`src/rtl/bsg_clk_gen_pearl_edge_counter.sv`:
```
// One watched-clock channel: two-flop synchronizer, rising-edge detect and a
// saturating edge counter with clear and enable.
module bsg_clk_gen_pearl_edge_counter #(
    parameter int count_width_p = 16
) (
    input  logic                     clk_i,
    input  logic                     reset_i,
    input  logic                     i_watch_clk,
    input  logic                     i_clear,
    input  logic                     i_en,
    output logic [count_width_p-1:0] o_count_next
);

    logic                     r_sync1;
    logic                     r_sync2;
    logic                     r_prev;
    logic [count_width_p-1:0] r_count;
    logic [count_width_p-1:0] w_countNext;
    logic                     w_rise;

    assign w_rise = r_sync2 & ~r_prev;

    // The next value is exported so the parent can capture a window's final
    // count on the same edge that closes the window.
    always_comb begin
        w_countNext = r_count;
        if (i_clear) begin
            w_countNext = '0;
        end else if (i_en && w_rise && !(&r_count)) begin
            w_countNext = r_count + count_width_p'(1);
        end
    end

    always_ff @(posedge clk_i) begin
        if (reset_i) begin
            r_sync1 <= 1'b0;
            r_sync2 <= 1'b0;
            r_prev  <= 1'b0;
            r_count <= '0;
        end else begin
            r_sync1 <= i_watch_clk;
            r_sync2 <= r_sync1;
            r_prev  <= r_sync2;
            r_count <= w_countNext;
        end
    end

    assign o_count_next = w_countNext;

endmodule

```
`config.mk`:
```
export PLATFORM = sky130hd
export DESIGN_NAME = bsg_clk_gen_pearl_edge_counter
export DESIGN_NICKNAME = d
export VERILOG_FILES = /design/src/rtl/bsg_clk_gen_pearl_edge_counter.sv
export SDC_FILE = /design/constraint.sdc
export NUM_CORES = 1
export LEC_CHECK = 0
export BUFFER_PORTS_ARGS = -buffer_cell sky130_fd_sc_hd__buf_2
export CORE_MARGIN = 10
export CORE_UTILIZATION = 40
export CTS_CLUSTER_SIZE = 20
export DETAILED_ROUTE_END_ITERATION = 12
export SETUP_SLACK_MARGIN = 0.5
export SLEW_MARGIN = 20
export SYNTH_ARGS = -nofsm -noshare
export SYNTH_HDL_FRONTEND = slang
export SYNTH_SLANG_ARGS = --single-unit
```
`constraint.sdc`:
```
create_clock -name clk_i -period 2.5 [get_ports clk_i]
set_clock_uncertainty 0.15 [all_clocks]
set_input_delay 0.5 -clock clk_i [delete_from_list [all_inputs] [get_ports clk_i]]
set_output_delay 0.5 -clock clk_i [all_outputs]
set_load 0.01 [all_outputs]
```
---- Word-level counts from Yosys, hierarchy flattened ----
Index checks and enable logic that the tools add are counted.
storage, ports and cells
  bits in writable memories ............... 0
  word-level logic and storage cells ...... 13
  output and inout bits ................... 16
  bits in latches ......................... 0
  memories kept ........................... 0
  bits in registers ....................... 19
  bits in read-only memories .............. 0
operators by class
  shift operators ......................... 0
  eq/ne operators ......................... 0
  reduce and logical (&&, ||, !) cells .... 4
  order comparisons ....................... 0
  $add $sub $neg .......................... 1
  multiplexer cells ....................... 2
  divide/modulo/power cells ............... 0
  multiply operators ...................... 0
  bitwise logic cells ..................... 2
operator list
  operator                 count
  $mux W16                 2
  $add A16 B1 Y16 const B  1
  $reduce_and A16 Y1       1
  $logic_and A1 B1 Y1      2
  $and A1 B1 Y1            1
  $logic_not A1 Y1         1
  $not A1 Y1               1

---- Longest topological paths before layout ----
  word-level depth ........................ 6
  gate-level depth with buffers ........... 5

---- Worst setup path after synthesis ----
OpenSTA, ideal clock, no wires.
  path kind ............................... flip-flop to output port
  start point ............................. register r_count[0]
  end point ............................... output o_count_next[10]
  setup slack ............................. 129 ps
  cell stages (with the launch flop) ...... 6
  arrival ................................. 1721 ps
  path buffers ............................ 0
  cell sequence ........................... dfxtp_1 ha_1 and4_2 nand2_1 nor4b_2 mux2_2
on the way
  cells in the longest elaborated chain, start to end .. 5
ends and longest elaborated chain
  element                                                                  RTL line  RTL
  start, declared                                                          17        logic [count_width_p-1:0] r_count;
  start signal, assigned                                                   44        r_count <= w_countNext;
  parallel branches: the longest is 3 deep, another holds $add A16 B1 Y16  n/a
  $mux W16 (*)                                                             29        end else if (i_en && w_rise && !(&r_count)) begin
  $mux W16 (*)                                                             27        if (i_clear) begin
  end, declared                                                            11        output logic [count_width_p-1:0] o_count_next
Mark *: on every way between the ends.

---- Worst setup path in the final report ----
  start point ............................. register r_count[9]
  end point ............................... output o_count_next[11]
Same word-level chain as after synthesis.

==> out/results.ini <==
[cells_and_area]
drive_gt1_share_pct=60.87
fin_nets=191
antennaDiodeCount=0
instances_no_fill=215
area_growth_pct=50.16
fillCellCount=237

[sta]
finalCritPeriodShare_pct=103.7
finalSetupViolCount=9
hold_violations=0
slew_headroom_pct=80.71
slew_viol_final=0
setup_ws_ps=-92.65
holdWs_ps=237.3
period_minus_slack_ps=2593
fmax_mhz=385.7
worstMarginPinSlew_ps=287.2
rsz0062_at_grt=true

[power]
comb_power_share_pct=6.5
p_int_w=0.0003649
switching_power_w=0.0001278
power.share.switching_pct=25.93
pwr_density_cell_nw_per_um2=278.1
seqPwrFrac_pct=59.7
p_clk_share_pct=33.8
irDropWorstVdd_uv=321.6
power_leakage_nw=0.7000
p_total_w=0.0004927

[route]
route.detailed.drc=0
drtPass1Iterations=4
antenna_left=0
routed_wl_mm=3.367
vias=1233
drt_iter0_markers=64
viasPerCell=5.735
wl_per_cell_um=15.66

[setup_path]
worstPathRequired_ps=1850
path_cells=nand4_4, buf_6, nor4_4, buf_4, nor4_4, mux2_4, buf_6
cp-end-kind=output port
max_stage_delay_ps=410
crit_type=reg2out
cp.arrival_ps=1940
critPathMaxFanout=7
startpoint_type=flop
slowest_stage=dfxtp_4

[grt]
grt_max_degree=15
grt_pass1_wl_mm=5.451
grt_use_total_pct=12.11
globalRoute.totalOverflow=0
grt_pass1_vias=1227
antenna_found_initial=0

[clock_network]
holdBufCountCts=0
htreeDepth=1
clkTransAtPathRegs_ps=110
cts_tree=built
cts_made_buffers=3
clkLatencyLatePin_ps=320
cts_root_buf=clkbuf_4
cts.sinks=19
clk_path_buf_depth=2

[logic_synthesis]
syn_nets=141
synth_top_cell_by_area=dfxtp_1
synthesis.area_um2=1180
synth_area_per_cell_um2=8.740
synthTopCellsByArea=dfxtp_1 32%, nor2_1 5.4%, mux2i_1 5.1%
syn_inst=135
yosys_warnings=0
synth_cell_types=43
ys_seq_area_share_pct=32.24
synth_edf_count=0
synth_seq_cells=19
async_flop_share_pct=0
synth.top_cell.area_share_pct=32.24
synth_ff_type=dfxtp_1

[floorplan]
fp.dieH_um=74.31
row_count=19
start_util_pct=42.42
coreArea_um2=2781
dieArea_um2=5522
die_w_um=74.31
io_pins=21

[run_status]
outcome=finished with violations
violations=negative setup slack

[flow_run]
drv_cap=0

[placement]
dp_slack_ps=91.25
dp.final_hpwl_mm=2.154
dp_cells=190
place.gp.congestion=0.7737
io_buffer_count=20

[worst_hold_path]
hp-class=in2reg

==> sequential cells by signal (all words and copies together), names as in the netlist <==
signal and count:
r_count 16, r_prev 1, r_sync1 1, r_sync2 1
==> cells in the mapped netlist, types with 2 or more instances <==
| library cell | number |
|---|---|
| nand4_4 | 2 |
| a31oi_1 | 2 |
| nor3_1 | 11 |
| nand3_1 | 4 |
| nand4_1 | 2 |
| a21oi_1 | 9 |
| nor2_1 | 17 |
| xor2_1 | 2 |
| nand2_1 | 10 |
| nor4_2 | 2 |
| clkbuf_1 | 2 |
| and3_1 | 2 |
| mux2i_1 | 6 |
| o31ai_1 | 2 |
| and4_2 | 2 |
| dfxtp_1 | 19 |
| or3_1 | 6 |
| nor2b_1 | 5 |
| or4_1 | 2 |
| o21ai_0 | 5 |
==> cells in the final DEF (no fill, tap or decap), types with 5 or more instances in the layout <==
cell / count
nor2_1: 14
nor3_1: 7
dfxtp_4: 11
buf_2: 18
nand2_1: 8
mux2i_1: 5
nor2b_1: 5
a21oi_2: 5
or3_1: 5
buf_4: 27
dfxtp_2: 5
==> layout make-up <==
class	count	area (um2)	share of cell area (%)
tap	31	38.79	2.189
multi-input combinational	111	935.9	52.82
timing repair buffer	49	337.8	19.07
clock buffer	3	22.52	1.271
clock inverter	1	5.005	0.2825
sequential	19	427.9	24.15
inverter	1	3.754	0.2119
==> stage by stage <==
step / setup TNS (ps) / utilization [%] / instance area, um2
2_1_floorplan: 0 / - / 1259
3_3_place_gp: 0 / 51.46 / 1431
3_5_place_dp: 0 / 51.46 / 1431
4_1_cts: -612.8 / 59.92 / 1667
5_1_grt: -1730 / 63.70 / 1772
6_report: -337.9 / 63.70 / 1772
==> final timing paths <==
| path | start | endpoint | slack, ps | depth (start not counted) |
|---|---|---|---|---|
| min reg2reg | r_sync1$_SDFF_PP0_ | r_sync2$_SDFF_PP0_ | 300 | 1 |
| max | r_count[9]$_SDFF_PP0_ | o_count_next[11] | -90 | 7 |
| min | i_watch_clk | r_sync1$_SDFF_PP0_ | 240 | 2 |
| max reg2reg | r_count[9]$_SDFF_PP0_ | r_count[6]$_SDFF_PP0_ | 490 | 10 |
==> power by group through the flow <==
stage	Sequential (W)	Combinational [W]	Clock [W]
final	0.000294	0.0000319	0.000167
after global routing	0.000295	0.0000352	0.000185
after CTS	0.000299	0.0000306	0.000169
after detailed placement	0.000313	0.0000296	0
after global placement	0.000313	0.0000285	0
after floorplan	0.000313	0.0000192	0
==> critical path: cells and delay by family (launching register included) <==
family / cells / cell delay, ps
buffers and inverters: 3 / 440
flip-flops: 1 / 410
multiplexers: 1 / 300
AND/OR/NAND/NOR: 3 / 480
==> layer usage <==
metal  track usage (%)  vias to the layer above  share of wire, %
met5                 0                        -                 0
met4             4.472                        0               1.4
met3             3.856                        7               5.5
met2             20.93                       24                52
met1             13.62                      589                41
li1                  -                      613                 -
==> kinds of logic (layout without fill, tap and decap cells) <==
| logic type | Yosys count | in the layout | share of synthesized area [%] |
|---|---|---|---|
| fa+ha+maj | 1 | 1 | 1.060 |
| compound gates | 23 | 23 | 13.68 |
| simple gates | 77 | 77 | 41.89 |
| buf+inv | 5 | 54 | 2.332 |
| flops | 19 | 19 | 32.24 |
| mux | 8 | 8 | 7.317 |
| xor+xnor | 2 | 2 | 1.485 |
==> repair_timing <==
item | 4_1_cts | 5_1_grt
setup endpoints to repair | 16 | 16
buffers inserted | 14 | 7
gates resized for setup | 35 | 17
endpoints found under the hold margin | 0 | 0
pin swaps | 11 | 6
Power figures use the tool's default switching activity.
